<file path="src/rtl/lotr_pkg.sv">
// ----------------------------------------------------------------------------
// lotr_pkg
// Shared types for the tile ring: the opcode encoding, the one-slot ring
// packet, the host-master state encoding and the data word returned on a
// host completion that ended without a response.
//
// Contents
//   t_opcode           RD / RD_RSP / WR / WR_RSP (2 bits)
//   t_ring_pkt         {valid, opcode, address, data}
//   t_host_state       IDLE / WAIT_SLOT / WAIT_RSP
//   HOST_TIMEOUT_DATA  read data reported with an error completion
//   EMPTY_PKT          canonical empty slot (valid 0, RD, 0, 0)
//   rspOpcodeFor()     response opcode that answers a given request opcode
// ----------------------------------------------------------------------------
package lotr_pkg;

   typedef enum logic [1:0] {
      RD     = 2'b00,
      RD_RSP = 2'b01,
      WR     = 2'b10,
      WR_RSP = 2'b11
   } t_opcode;

   typedef struct packed {
      logic        valid;
      t_opcode     opcode;
      logic [31:0] address;
      logic [31:0] data;
   } t_ring_pkt;

   typedef enum logic [1:0] {
      IDLE      = 2'd0,
      WAIT_SLOT = 2'd1,
      WAIT_RSP  = 2'd2
   } t_host_state;

   localparam logic [31:0] HOST_TIMEOUT_DATA = 32'hDEAD_BEEF;

   // An empty slot always carries RD/0/0 so that downstream tiles never see
   // stale fields behind a cleared valid bit.
   localparam t_ring_pkt EMPTY_PKT = '{valid: 1'b0, opcode: RD, address: 32'h0, data: 32'h0};

   function automatic t_opcode rspOpcodeFor(input t_opcode reqOpcode);
      return (reqOpcode == WR) ? WR_RSP : RD_RSP;
   endfunction

endpackage

</file>
<file path="src/rtl/ring_slot_reg.sv">
// ----------------------------------------------------------------------------
// ring_slot_reg
// Registered one-slot ring stage. Whatever is presented on slotIn is captured
// on every clock; a slot with valid=0 is stored as the canonical empty packet
// so opcode/address/data read RD/0/0 whenever the slot is free.
//
// Ports
//   QClk      in   ring clock
//   RstQnnnH  in   synchronous active-high reset, empties the slot
//   slotIn    in   t_ring_pkt  packet to place in the slot next edge
//   slotOut   out  t_ring_pkt  registered slot contents
// ----------------------------------------------------------------------------
module ring_slot_reg
   import lotr_pkg::*;
(
   input  logic      QClk,
   input  logic      RstQnnnH,
   input  t_ring_pkt slotIn,
   output t_ring_pkt slotOut
);

   // NOTE: sequential state is written only with non-blocking assignments so
   // every register samples the pre-edge value of its inputs, regardless of
   // the order the simulator evaluates always blocks.
   always_ff @(posedge QClk) begin
      if (RstQnnnH) begin
         slotOut <= EMPTY_PKT;
      end else if (slotIn.valid) begin
         slotOut <= slotIn;
      end else begin
         slotOut <= EMPTY_PKT;
      end
   end

endmodule

</file>
<file path="src/rtl/ring_host_master.sv">
// ----------------------------------------------------------------------------
// ring_host_master
// Host-side agent that closes the tile ring. A single RD/WR request from the
// host port is latched, injected into the first free ring slot, and then the
// agent watches the returning traffic for the matching RD_RSP/WR_RSP. The
// matching response is consumed (its slot goes out empty) and reported on the
// host response port one cycle after it is sampled. All other traffic passes
// through with one cycle of latency.
//
// Optional feature (macro RING_HOST_MASTER_TIMEOUT_EN)
//   When defined, a 16-bit counter bounds the wait for a response to
//   RSP_TIMEOUT cycles; on expiry an error completion (data 32'hDEAD_BEEF)
//   is returned and any later response is simply forwarded. When undefined,
//   the agent waits indefinitely and HostRspError is tied low.
//
// Parameters
//   RSP_TIMEOUT              cycles allowed in WAIT_RSP (default 1024);
//                            only used by the timeout build
//
// Ports
//   QClk                     in   ring clock
//   RstQnnnH                 in   synchronous active-high reset
//   HostReqValid             in   host request present
//   HostReqReady             out  agent idle; request accepted when valid
//   HostReqOpcode            in   RD or WR
//   HostReqAddress           in   target address, [31:24] = target CoreID
//   HostReqData              in   write data (ignored for RD)
//   HostRspValid             out  one-cycle completion pulse
//   HostRspData              out  read data, 0 for WR completions
//   HostRspError             out  completion was a timeout
//   RingInput*Q502H          in   ring traffic from the last tile
//   RingOutput*Q500H         out  registered ring traffic to the first tile
// ----------------------------------------------------------------------------
module ring_host_master
   import lotr_pkg::*;
   #(parameter int RSP_TIMEOUT = 1024)
(
   input  logic        QClk,
   input  logic        RstQnnnH,

   input  logic        HostReqValid,
   output logic        HostReqReady,
   input  t_opcode     HostReqOpcode,
   input  logic [31:0] HostReqAddress,
   input  logic [31:0] HostReqData,

   output logic        HostRspValid,
   output logic [31:0] HostRspData,
   output logic        HostRspError,

   input  logic        RingInputValidQ502H,
   input  t_opcode     RingInputOpcodeQ502H,
   input  logic [31:0] RingInputAddressQ502H,
   input  logic [31:0] RingInputDataQ502H,

   output logic        RingOutputValidQ500H,
   output t_opcode     RingOutputOpcodeQ500H,
   output logic [31:0] RingOutputAddressQ500H,
   output logic [31:0] RingOutputDataQ500H
);

   t_host_state state;
   t_host_state stateNext;

   t_ring_pkt   ringIn;
   t_ring_pkt   slotNext;
   t_ring_pkt   slotOut;
   t_ring_pkt   reqQ;

   logic        accept;
   logic        isMatch;

   logic        rspValidNext;
   logic [31:0] rspDataNext;
   logic        rspValidQ;
   logic [31:0] rspDataQ;

   assign ringIn.valid   = RingInputValidQ502H;
   assign ringIn.opcode  = RingInputOpcodeQ502H;
   assign ringIn.address = RingInputAddressQ502H;
   assign ringIn.data    = RingInputDataQ502H;

   assign HostReqReady = (state == IDLE);
   assign accept       = HostReqValid && HostReqReady;

   // Only the response type that answers the outstanding request, addressed
   // to the same location, completes it; everything else keeps circulating.
   assign isMatch = ringIn.valid
                 && (ringIn.opcode == rspOpcodeFor(reqQ.opcode))
                 && (ringIn.address == reqQ.address);

`ifdef RING_HOST_MASTER_TIMEOUT_EN
   localparam logic [15:0] TIMEOUT_LAST = 16'(RSP_TIMEOUT - 1);

   logic [15:0] waitCnt;
   logic        timeoutHit;
   logic        rspErrorNext;
   logic        rspErrorQ;

   assign timeoutHit = (waitCnt == TIMEOUT_LAST);

   // Counts cycles spent in WAIT_RSP; restarts on the injection edge so the
   // first WAIT_RSP cycle sees zero.
   always_ff @(posedge QClk) begin
      if (RstQnnnH) begin
         waitCnt <= 16'h0;
      end else if ((state == WAIT_SLOT) && (stateNext == WAIT_RSP)) begin
         waitCnt <= 16'h0;
      end else if (state == WAIT_RSP) begin
         waitCnt <= waitCnt + 16'h1;
      end
   end
`endif

   // -------------------------------------------------------------------------
   // State register
   // -------------------------------------------------------------------------
   always_ff @(posedge QClk) begin
      if (RstQnnnH) begin
         state <= IDLE;
      end else begin
         state <= stateNext;
      end
   end

   // Latched host request; valid is forced high so the packet can be dropped
   // straight into the output slot on injection.
   always_ff @(posedge QClk) begin
      if (RstQnnnH) begin
         reqQ <= EMPTY_PKT;
      end else if (accept) begin
         reqQ <= '{valid: 1'b1, opcode: HostReqOpcode,
                   address: HostReqAddress, data: HostReqData};
      end
   end

   // -------------------------------------------------------------------------
   // Next state, next ring slot, next host completion
   // -------------------------------------------------------------------------
   always_comb begin
      // NOTE: every output of this block gets a default before the case so no
      // path leaves a signal unassigned, which would infer a latch.
      stateNext    = state;
      slotNext     = ringIn;
      rspValidNext = 1'b0;
      rspDataNext  = 32'h0;
`ifdef RING_HOST_MASTER_TIMEOUT_EN
      rspErrorNext = 1'b0;
`endif

      unique case (state)
         IDLE: begin
            if (HostReqValid) begin
               stateNext = WAIT_SLOT;
            end
         end

         WAIT_SLOT: begin
            // Occupied slots pass through; the first free one carries the
            // request.
            if (!ringIn.valid) begin
               slotNext  = reqQ;
               stateNext = WAIT_RSP;
            end
         end

         WAIT_RSP: begin
            if (isMatch) begin
               slotNext     = EMPTY_PKT;
               rspValidNext = 1'b1;
               rspDataNext  = (reqQ.opcode == RD) ? ringIn.data : 32'h0;
               stateNext    = IDLE;
            end
`ifdef RING_HOST_MASTER_TIMEOUT_EN
            // A genuine response in the last allowed cycle still wins.
            else if (timeoutHit) begin
               rspValidNext = 1'b1;
               rspDataNext  = HOST_TIMEOUT_DATA;
               rspErrorNext = 1'b1;
               stateNext    = IDLE;
            end
`endif
         end

         default: begin
            stateNext = IDLE;
         end
      endcase
   end

   // Completion is registered so it lines up with the empty slot that
   // replaces the consumed response on the ring output.
   always_ff @(posedge QClk) begin
      if (RstQnnnH) begin
         rspValidQ <= 1'b0;
         rspDataQ  <= 32'h0;
      end else begin
         rspValidQ <= rspValidNext;
         rspDataQ  <= rspDataNext;
      end
   end

`ifdef RING_HOST_MASTER_TIMEOUT_EN
   always_ff @(posedge QClk) begin
      if (RstQnnnH) begin
         rspErrorQ <= 1'b0;
      end else begin
         rspErrorQ <= rspErrorNext;
      end
   end

   assign HostRspError = rspErrorQ;
`else
   assign HostRspError = 1'b0;
`endif

   assign HostRspValid = rspValidQ;
   assign HostRspData  = rspDataQ;

   // -------------------------------------------------------------------------
   // Output slot register
   // -------------------------------------------------------------------------
   ring_slot_reg slotReg (
      .QClk     (QClk),
      .RstQnnnH (RstQnnnH),
      .slotIn   (slotNext),
      .slotOut  (slotOut)
   );

   assign RingOutputValidQ500H   = slotOut.valid;
   assign RingOutputOpcodeQ500H  = slotOut.opcode;
   assign RingOutputAddressQ500H = slotOut.address;
   assign RingOutputDataQ500H    = slotOut.data;

endmodule

</file>
<file path="config.mk">
export PLATFORM = sky130hd
export DESIGN_NAME = ring_host_master
export DESIGN_NICKNAME = d
export VERILOG_FILES = /design/src/rtl/lotr_pkg.sv /design/src/rtl/ring_slot_reg.sv /design/src/rtl/ring_host_master.sv
export SDC_FILE = /design/constraint.sdc
export NUM_CORES = 1
export LEC_CHECK = 0
export ABC_AREA = 1
export BUFFER_PORTS_ARGS = -buffer_cell sky130_fd_sc_hd__buf_2
export CAP_MARGIN = 20
export CORE_MARGIN = 2
export CORE_UTILIZATION = 50
export CTS_CLUSTER_SIZE = 20
export DETAILED_ROUTE_END_ITERATION = 16
export PLACE_DENSITY = 0.79
export SYNTH_ARGS = -nofsm -noshare
export SYNTH_HDL_FRONTEND = slang
export SYNTH_SLANG_ARGS = --single-unit
</file>
<file path="constraint.sdc">
create_clock -name QClk -period 2 [get_ports QClk]
set_input_delay 0.3 -clock QClk [delete_from_list [all_inputs] [get_ports QClk]]
set_output_delay 0.3 -clock QClk [all_outputs]
set_load 0.005 [all_outputs]
</file>
==> results.yml, run 1 <==
clocking:
  cts_buffers: 17
  cts_tree: "done"
  numClockSinks: 169
  cts_max_path_buffers: 2
  clk_pin_slew_worst_paths_ps: 70
  root_buffer: "clkbuf_16"
  htreeDepth: 4
  ctsHoldBuffers: 0
  clk_latency_ps: 430
routing:
  wl_per_cell_um: 15.3
  drc: 0
  ant_nets: 0
  viasPerCell: 5.20
  routed_wl_um: 21500
  first_iter_violations: 557
  vias: 7313
  dr.pass1.iters: 8
logic_synthesis:
  async_reset_ff_share_pct: 0
  synth_cells: 990
  synth_commonest_cells: "nor2_1 (271), dfxtp_1 (169), nand2_1 (110), inv_1 (104), a21oi_1 (100)"
  synth_most_common_cell: "nor2_1"
  ys_warn_count: 0
  synth_top_area_cell: "dfxtp_1"
  synth_top_area_share_pct: 47.9
  synth_flop_cell: "dfxtp_1"
  netlist_top_cells_area: "dfxtp_1 (48%), nor2_1 (14%), a21oi_1 (7.1%)"
  yosysUniqueCellTypes: 26
  avgSynthCellArea_um2: 7.14
  ys_ff_latch: 169
  netlist_area_um2: 7070
  synth-edff-count: 0
  yosysSeqAreaShare_pct: 47.9
  syn-num-nets: 1129
pwr:
  irDropWorstVdd_v: 0.000770
  p_leak_nw: 4.59
  p_per_area_nw_per_um2: 1320
  finalPower_mw: 12.3
sta:
  tightestPinTransition_ps: 580
  finalSetupViolCount: 0
  final_hold_viol_count: 0
  fin_crit_ps: 1880
  fin_hold_ws_ps: 121
  fin_crit_sh_pct: 94.2
  finalMaxSlewViolations: 0
  fmax_ghz: 0.531
  slew_headroom_pct: 61.4
  skew_ps: 9.52
setup_path:
  start_kind: "flop"
  cp_max_fo: 10
  reg2reg_from: "state[0]$_SDFFE_PP0P_"
  cp.arrival_ps: 2250
  path_class: "flop to flop"
  crit_start: "state[0]$_SDFFE_PP0P_"
  crit_path_end_kind: "flop"
  cp.required_ps: 2360
floorplanning:
  fp.coreArea_um2: 13800
  ioPinCount: 238
  die_area_um2: 15100
  initial_utilization_pct: 51.1
  fp.dieH_um: 123
  fp-row-count: 43
  dieWidth_um: 123
run:
  drv_cap: 0
placed_design:
  hpwlAfterDp_um: 14500
  port_buffers: 236
  dpl_cell_area_um2: 8460
  placed_cells: 1366
  gp_congestion: 0.902
layout:
  drive_gt1_share_pct: 25.9
  final_cell_area_um2: 9300
  final_cells: 1407
  syn_to_final_growth_pct: 31.6
  layout.nets: 1352
  fill_cells: 1191
run_status:
  status: "finished clean"
global_routing:
  grt_pass1_wl_um: 31300
  grt_pass1_vias: 6487
  grt_overflow_total: 0
  globalRouteTotalUtil_pct: 26.8
  antenna_found_initial: 1
  grt_max_degree: 59
min_path:
  hp-start: "RingInputDataQ502H[19]"
  hold_class: "input pin to flop"
==> layer usage <==
layer	global-route usage [%]	wire length (um)	vias to the layer above
li1	-	-	3613
met1	33.1	9010	3313
met2	44.6	10200	349
met3	7.90	1890	38
met4	8.98	376	0
met5	0	0	-
==> cell families (layout without fill, tap and decap cells) <==
family,count (synthesis),count (layout),share of synthesized area (%)
buffers and inverters,167,402,9.42
xor gates and xnor gates,5,5,0.620
and+or+nand+nor,414,415,22.9
other,1,2,0.0531
adders and majority gates,3,3,0.531
DFF,169,169,47.9
AOI/OAI and AO/OA,231,231,18.6
==> final cells by class <==
class | count | area (um2) | share of cell area [%]
Clock buffer | 20 | 467 | 5.02
Antenna cell | 1 | 2.50 | 0.0269
Multi-Input combinational cell | 655 | 3120 | 33.6
Inverter | 107 | 402 | 4.32
Clock inverter | 12 | 140 | 1.51
Tap cell | 180 | 225 | 2.42
Timing Repair Buffer | 263 | 1550 | 16.7
Sequential cell | 169 | 3380 | 36.4
==> where the power goes <==
part / switching, mW / internal (mW)
registers: 0.339 / 4.08
clock network: 1.39 / 1.95
logic: 2.77 / 1.76
total: 4.50 / 7.80
==> placed cells by master, fill, tap and decap left out, types with 4 or more instances in the layout <==
cell type	n
dfxtp_1	168
a211oi_1	62
a21oi_1	93
buf_12	8
clkbuf_16	20
nand2_1	108
nand2_4	4
buf_2	235
nand4_1	8
buf_4	13
buf_6	4
o21ai_0	68
nor3_1	5
nor2_1	270
nand3_1	10
inv_1	103
a21oi_2	6
clkinvlp_4	5
==> worst max-delay path, stage by stage (launching register included) <==
cell and delay [ps]:
dfxtp_1 360, inv_1 80, ha_1 480, nand3_1 180
a21oi_4 270, nand2_4 170, buf_12 180, nor2_1 110
==> flip-flops by register name (all words and copies together) (netlist names) <==
| name | count |
|---|---|
| reqQ | 67 |
| HostRspData | 32 |
| slotReg.slotOut | 67 |
| state | 2 |
| HostRspValid | 1 |
==> through the flow <==
stage / setup slack, ps / TNS, ps / utilization (%)
after floorplan: 249 / 0 / -
after global placement: 135 / 0 / 61.2
after detailed placement: 94.3 / 0 / 61.2
after CTS: 72.9 / 0 / 65.6
after global routing: -40.1 / -1410 / 67.2
final: 116 / 0 / 67.2
==> timing repair <==
| item | CTS | global route |
|---|---|---|
| gates resized for setup | 0 | 23 |
| endpoints found under the setup margin | 0 | 70 |
| setup buffers | 0 | 1 |
==> path summary, 6_finish.rpt <==
path | to | slack (ps) | cells after the start
worst max-delay path | slotReg.slotOut[13]$_SDFF_PP0_ | 120 | 7
worst min-delay path | HostRspData[19]$_SDFF_PP0_ | 120 | 3
worst max register to register | slotReg.slotOut[13]$_SDFF_PP0_ | 120 | 7
worst min register to register | reqQ[45]$_SDFFE_PP0P_ | 480 | 2
Power figures use the tool's default switching activity.
==> run 2, diff against run 1 <==
==> constraint.sdc (replaced) <==
create_clock -name QClk -period 2.1 [get_ports QClk]
set_input_delay 0.315 -clock QClk [delete_from_list [all_inputs] [get_ports QClk]]
set_output_delay 0.315 -clock QClk [all_outputs]
set_load 0.005 [all_outputs]
==> run 2 against run 1 <==
Net effect:
- total power is 6.5% lower
- clock-buffer cell count is 1 lower
- largest power group is now sequential cells
- worst setup slack better by 78 ps
- critical path depth is 7 higher
- global-route usage is 0.19 points higher
- largest cell class unchanged
- highest routed layer is now met5
- die area stayed put
- combinational power is 11% lower
==> results.yml, run 2 (synthesis gave the netlist of run 1 again) <==
clocking:
  cts_buffers: 17
  htreeDepth: 4
  cts_max_path_buffers: 2
  root_buffer: "clkbuf_16"
  cts_tree: "done"
  clk_pin_slew_worst_paths_ps: 70
  numClockSinks: 169
  clk_latency_ps: 430
  ctsHoldBuffers: 0
pwr:
  irDropWorstVdd_v: 0.000914
  p_leak_nw: 4.55
  p_sw_share_pct: 35.7
  p_sw_mw: 4.11
  pwr-share-seq_pct: 36.6
  finalPower_mw: 11.5
  internal-power_mw: 7.39
  clockPowerShare_pct: 28.0
  p_per_area_nw_per_um2: 1250
  p_comb_share_pct: 35.3
floorplanning:
  die_area_um2: 15100
  fp-row-count: 43
  dieWidth_um: 123
  fp.coreArea_um2: 13800
  fp.dieH_um: 123
  initial_utilization_pct: 51.1
  ioPinCount: 238
placed_design:
  dpl_cell_area_um2: 8430
  placed_cells: 1362
  hpwlAfterDp_um: 14100
  port_buffers: 236
  place_ws_ps: 141
  gp_congestion: 0.890
sta:
  tns_ps: 0
  fin_hold_ws_ps: 135
  slew_headroom_pct: 58.3
  tightestPinTransition_ps: 626
  rsz0062_at_grt: "no"
  fmax_ghz: 0.525
  fin_crit_sh_pct: 90.7
  final_hold_viol_count: 0
  skew_ps: 11.2
  fin_crit_ps: 1910
  finalMaxSlewViolations: 0
  finalSetupViolCount: 0
  fin_ws_ps: 194
setup_path:
  reg2reg_to: "slotReg.slotOut[24]$_SDFF_PP0_"
  cpMaxStageDelayCell: "dfxtp_1"
  crit_family: "simple AND/OR/NAND/NOR gates"
  cp_max_fo: 39
  cp.required_ps: 2410
  worst-r2r-setup-slack_ps: 190
  path_class: "flop to flop"
  critPathBufInv: 3
  cp.arrival_ps: 2210
  reg2reg_from: "reqQ[43]$_SDFFE_PP0P_"
  crit_path_end_kind: "flop"
  ff2ff_path_depth: 14
  start_kind: "flop"
  worst_path_most_repeated_cell: "nand2_1"
  cpPeakStageDelay_ps: 370
  path_cells: "inv_1 > nand2_1 > nand2_1 > inv_1 > nand2_1 > nor2_1 > nand2_1 > nor2_2 > nand3_1 > nand2_2 > nand2_2 > buf_12 > a21oi_1 > nor2_1"
global_routing:
  grt_use_met3_pct: 6.18
  busiest_layer: "met2"
  globalRouteTotalUtil_pct: 27.0
  use_met2_pct: 43.6
  grt_pass1_vias: 6631
  antenna_found_initial: 3
  grt_max_degree: 63
  grt_overflow_total: 0
  grt_pass1_wl_um: 31700
  gr-usage-met1_pct: 34.2
layout:
  drive_gt1_share_pct: 25.2
  syn_to_final_growth_pct: 30.1
  seq_area_um2: 3380
  final_cell_area_um2: 9190
  layout.nets: 1346
  final_cell_mix: "nor2_1 (270), buf_2 (235), dfxtp_1 (168)"
  multi_input_area_um2: 3070
  fill_cells: 1232
  final_cells: 1402
  final_common_cell: "nor2_1"
  utilization_pct: 66.5
routing:
  viasPerCell: 5.13
  wl_per_cell_um: 14.8
  drc: 0
  routed_wl_um: 20700
  first_iter_violations: 549
  vias: 7195
  dr.pass1.iters: 5
  ant_nets: 0
min_path:
  hp-start: "RstQnnnH"
  hold_class: "input pin to flop"
  hold_depth: 2
  worstHoldEndpoint: "reqQ[66]$_SDFFE_PP0P_"
run:
  drv_cap: 0
run_status:
  status: "finished clean"
run 2: cell types whose count changed in the layout (fill, tap and decap cells not counted), moves of 2 or more:
| cell | delta |
|---|---|
| clkinvlp_4 | -3 |
| nand2_4 | -3 |
| a21oi_1 | +2 |
| buf_4 | -2 |
| buf_6 | -2 |
| clkbuf_8 | -2 |
| clkinv_2 | +2 |
| inv_6 | +2 |
| nand2_2 | +2 |
run 2: power by group through the flow:
stage	combinational (mW)	clock, mW	sequential [mW]
after floorplan	2.49	0	4.26
after global placement	3.74	0	4.25
after detailed placement	3.80	0	4.27
after CTS	3.83	3.27	4.21
after global routing	4.54	3.40	4.29
final	4.06	3.22	4.21
run 2: layout make-up:
| type | count | share of cell area, % |
|---|---|---|
| diodes | 2 | 0.0545 |
| inverters | 107 | 4.37 |
| repair buffers | 258 | 16.3 |
| multi-input cells | 654 | 33.4 |
| flip-flops and latches | 169 | 36.8 |
| clock buffers | 19 | 4.82 |
| well taps | 180 | 2.45 |
| clock inverters | 13 | 1.81 |
run 2: what timing repair did:
action	CTS	global route
hold endpoints to repair	0	0
gates resized for setup	0	11
endpoints found under the setup margin	0	67
setup buffers	0	2
run 2: worst max path at each step:
stage / startpoint / to / slack, ps / cells past startpoint
global route: reqQ[37]$_SDFFE_PP0P_ / slotReg.slotOut[48]$_SDFF_PP0_ / 2 / 14
global placement: RingInputAddressQ502H[9] / slotReg.slotOut[23]$_SDFF_PP0_ / 150 / 15
floorplan: state[0]$_SDFFE_PP0P_ / slotReg.slotOut[0]$_SDFF_PP0_ / 350 / 8
CTS: reqQ[43]$_SDFFE_PP0P_ / slotReg.slotOut[17]$_SDFF_PP0_ / 180 / 14
detailed placement: RingInputAddressQ502H[9] / slotReg.slotOut[13]$_SDFF_PP0_ / 140 / 15
finish: reqQ[43]$_SDFFE_PP0P_ / slotReg.slotOut[24]$_SDFF_PP0_ / 190 / 14
run 2: routing by layer:
metal  wire, um  part of all wire, %
met1       8970                   43
met2       9560                   46
met3       1610                  7.8
met4        580                  2.8
met5          7                0.034
==> run 3, diff against run 2 <==
==> constraint.sdc (replaced) <==
create_clock -name QClk -period 1.8 [get_ports QClk]
set_input_delay 0.27 -clock QClk [delete_from_list [all_inputs] [get_ports QClk]]
set_output_delay 0.27 -clock QClk [all_outputs]
set_load 0.005 [all_outputs]
==> run 3 against run 2 <==
Net effect:
- the flow now finishes with violations (negative setup slack)
- critical path depth down 7
- clock skew down 2.4 ps
- fmax down 2.6%
- global-route usage up 0.24 points
- non-clock buffer count up 28
- worst setup slack worse by 350 ps
- wire length up 15%
- clock-buffer cell count unchanged
- first-iteration DRC count up 42%
- largest cell class is now multi-input combinational cells
- largest power group is now combinational cells
- highest routed layer is now met4
==> results.yml, run 3 (synthesis gave the netlist of run 1 again) <==
run_status:
  status: "finished with violations"
  violations: "negative setup slack"
setup_path:
  reg2reg_from: "state[0]$_SDFFE_PP0P_"
  path_cells: "inv_1 > ha_2 > nand2_2 > buf_12 > a211oi_1 > a21oi_4 > nor2_4"
  ff2ff_path_depth: 7
  cpMaxStageDelayCell: "a211oi_1"
  start_kind: "flop"
  reg2reg_to: "slotReg.slotOut[57]$_SDFF_PP0_"
  crit_path_end_kind: "flop"
  path_class: "flop to flop"
  cpPeakStageDelay_ps: 510
  cp.arrival_ps: 2330
  crit_family: "compound AO/OA/AOI/OAI gates"
  critPathBufInv: 2
  cp.required_ps: 2170
  cp_max_fo: 21
  worst-r2r-setup-slack_ps: -160
layout:
  final_common_cell: "nor2_1"
  utilization_pct: 72.8
  layout.nets: 1375
  fill_cells: 1070
  syn_to_final_growth_pct: 42.5
  final_cell_mix: "nor2_1 (240), buf_2 (235), dfxtp_1 (157)"
  drive_gt1_share_pct: 34.4
pwr:
  pwr-share-seq_pct: 32.8
  p_sw_share_pct: 37.8
  irDropWorstVdd_v: 0.000965
  finalPower_mw: 15.1
  p_per_area_nw_per_um2: 1500
  p_leak_nw: 4.81
  p_comb_share_pct: 42.0
  p_sw_mw: 5.71
  clockPowerShare_pct: 25.2
  internal-power_mw: 9.38
global_routing:
  grt_overflow_total: 0
  grt_pass1_wl_um: 32100
  antenna_found_initial: 1
  globalRouteTotalUtil_pct: 27.3
  grt_max_degree: 126
  grt_pass1_vias: 6838
sta:
  tightestPinTransition_ps: 573
  fin_crit_sh_pct: 109
  final_hold_viol_count: 0
  fmax_ghz: 0.511
  finalMaxSlewViolations: 0
  fin_hold_ws_ps: 91.5
  fin_crit_ps: 1960
  tns_ps: -5060
  slew_headroom_pct: 61.6
  skew_ps: 8.85
  rsz0062_at_grt: "yes"
  fin_ws_ps: -156
  finalSetupViolCount: 84
routing:
  dr.pass1.iters: 6
  routed_wl_um: 23700
  first_iter_violations: 778
  viasPerCell: 5.43
  wl_per_cell_um: 16.6
  vias: 7765
  drc: 0
  ant_nets: 0
min_path:
  hp-start: "RingInputDataQ502H[5]"
  worstHoldEndpoint: "HostRspData[5]$_SDFF_PP0_"
  hold_depth: 3
  hold_class: "input pin to flop"
clocking:
  ctsHoldBuffers: 0
  cts_tree: "done"
  clk_latency_ps: 430
  numClockSinks: 169
  clk_pin_slew_worst_paths_ps: 70
  htreeDepth: 4
  cts_buffers: 17
  cts_max_path_buffers: 2
  root_buffer: "clkbuf_16"
floorplanning:
  die_area_um2: 15100
  initial_utilization_pct: 51.1
  fp.coreArea_um2: 13800
  ioPinCount: 238
  fp-row-count: 43
  fp.dieH_um: 123
  dieWidth_um: 123
placed_design:
  hpwlAfterDp_um: 14500
  port_buffers: 236
  gp_congestion: 0.896
  place_ws_ps: 4.02
run:
  drv_cap: 0
[run 3: changes by cell type in the layout (fill, tap and decap cells not counted), moves of 12 or more]
cell     before  now
a21oi_1      95   67
a21oi_4       0   15
nor2_1      270  240
buf_4        11   26
a21oi_2       5   18
nand2_1     108   96
nor2_4        0   19
[run 3: how the worst max path moves through the flow]
stage | start | to | slack [ps] | cells past startpoint
after floorplan | state[0]$_SDFFE_PP0P_ | slotReg.slotOut[0]$_SDFF_PP0_ | 50 | 8
after global placement | RingInputValidQ502H | slotReg.slotOut[0]$_SDFF_PP0_ | 30 | 7
after detailed placement | reqQ[64]$_SDFFE_PP0P_ | slotReg.slotOut[16]$_SDFF_PP0_ | 4 | 13
after CTS | reqQ[49]$_SDFFE_PP0P_ | slotReg.slotOut[16]$_SDFF_PP0_ | 6 | 14
after global routing | state[0]$_SDFFE_PP0P_ | slotReg.slotOut[57]$_SDFF_PP0_ | -210 | 7
final | state[0]$_SDFFE_PP0P_ | slotReg.slotOut[57]$_SDFF_PP0_ | -160 | 7
[run 3: power groups by stage]
stage                     Sequential, mW  Combinational, mW  Clock, mW
after CTS                           4.90               4.71       3.83
final                               4.95               6.34       3.80
after global placement              4.95               4.59          0
after floorplan                     4.97               2.91          0
after detailed placement            4.98               4.64          0
after global routing                5.02               6.82       3.98
[run 3: cell type report]
type | instances | area [um2] | share of cell area (%)
multi-input cells | 655 | 3560 | 35.3
flip-flops and latches | 169 | 3400 | 33.8
repair buffers | 286 | 1870 | 18.6
clock buffers | 19 | 443 | 4.40
inverters | 107 | 402 | 3.99
well taps | 180 | 225 | 2.24
clock inverters | 13 | 169 | 1.68
diodes | 1 | 2.50 | 0.0249
[run 3: layer usage]
layer | GRT usage (%) | up-vias | wire (um)
li1 | - | 3677 | -
met5 | 0 | - | 0
met3 | 6.32 | 66 | 2240
met1 | 33.6 | 3571 | 9160
met2 | 45.2 | 451 | 11600
met4 | 12.1 | 0 | 737
[run 3: metrics by stage]
step	cell area [um2]	std cells
finish	10100	1430
detailed placement	8640	1384
CTS	9270	1416
floorplan	7070	990
global route	10100	1429
global placement	8640	1384
[run 3: what timing repair did]
item	CTS	global route
resized for setup	3	153
endpoints found under the setup margin	5	99
endpoints found under the hold margin	0	0
gates cloned	0	10
setup buffers	0	3
pin swaps	0	35
[run 3: tightest hold or removal path: cells and delay by family]
kind                   cells  cell delay [ps]
buffers and inverters      2              160
AND/OR/NAND/NOR            1               40
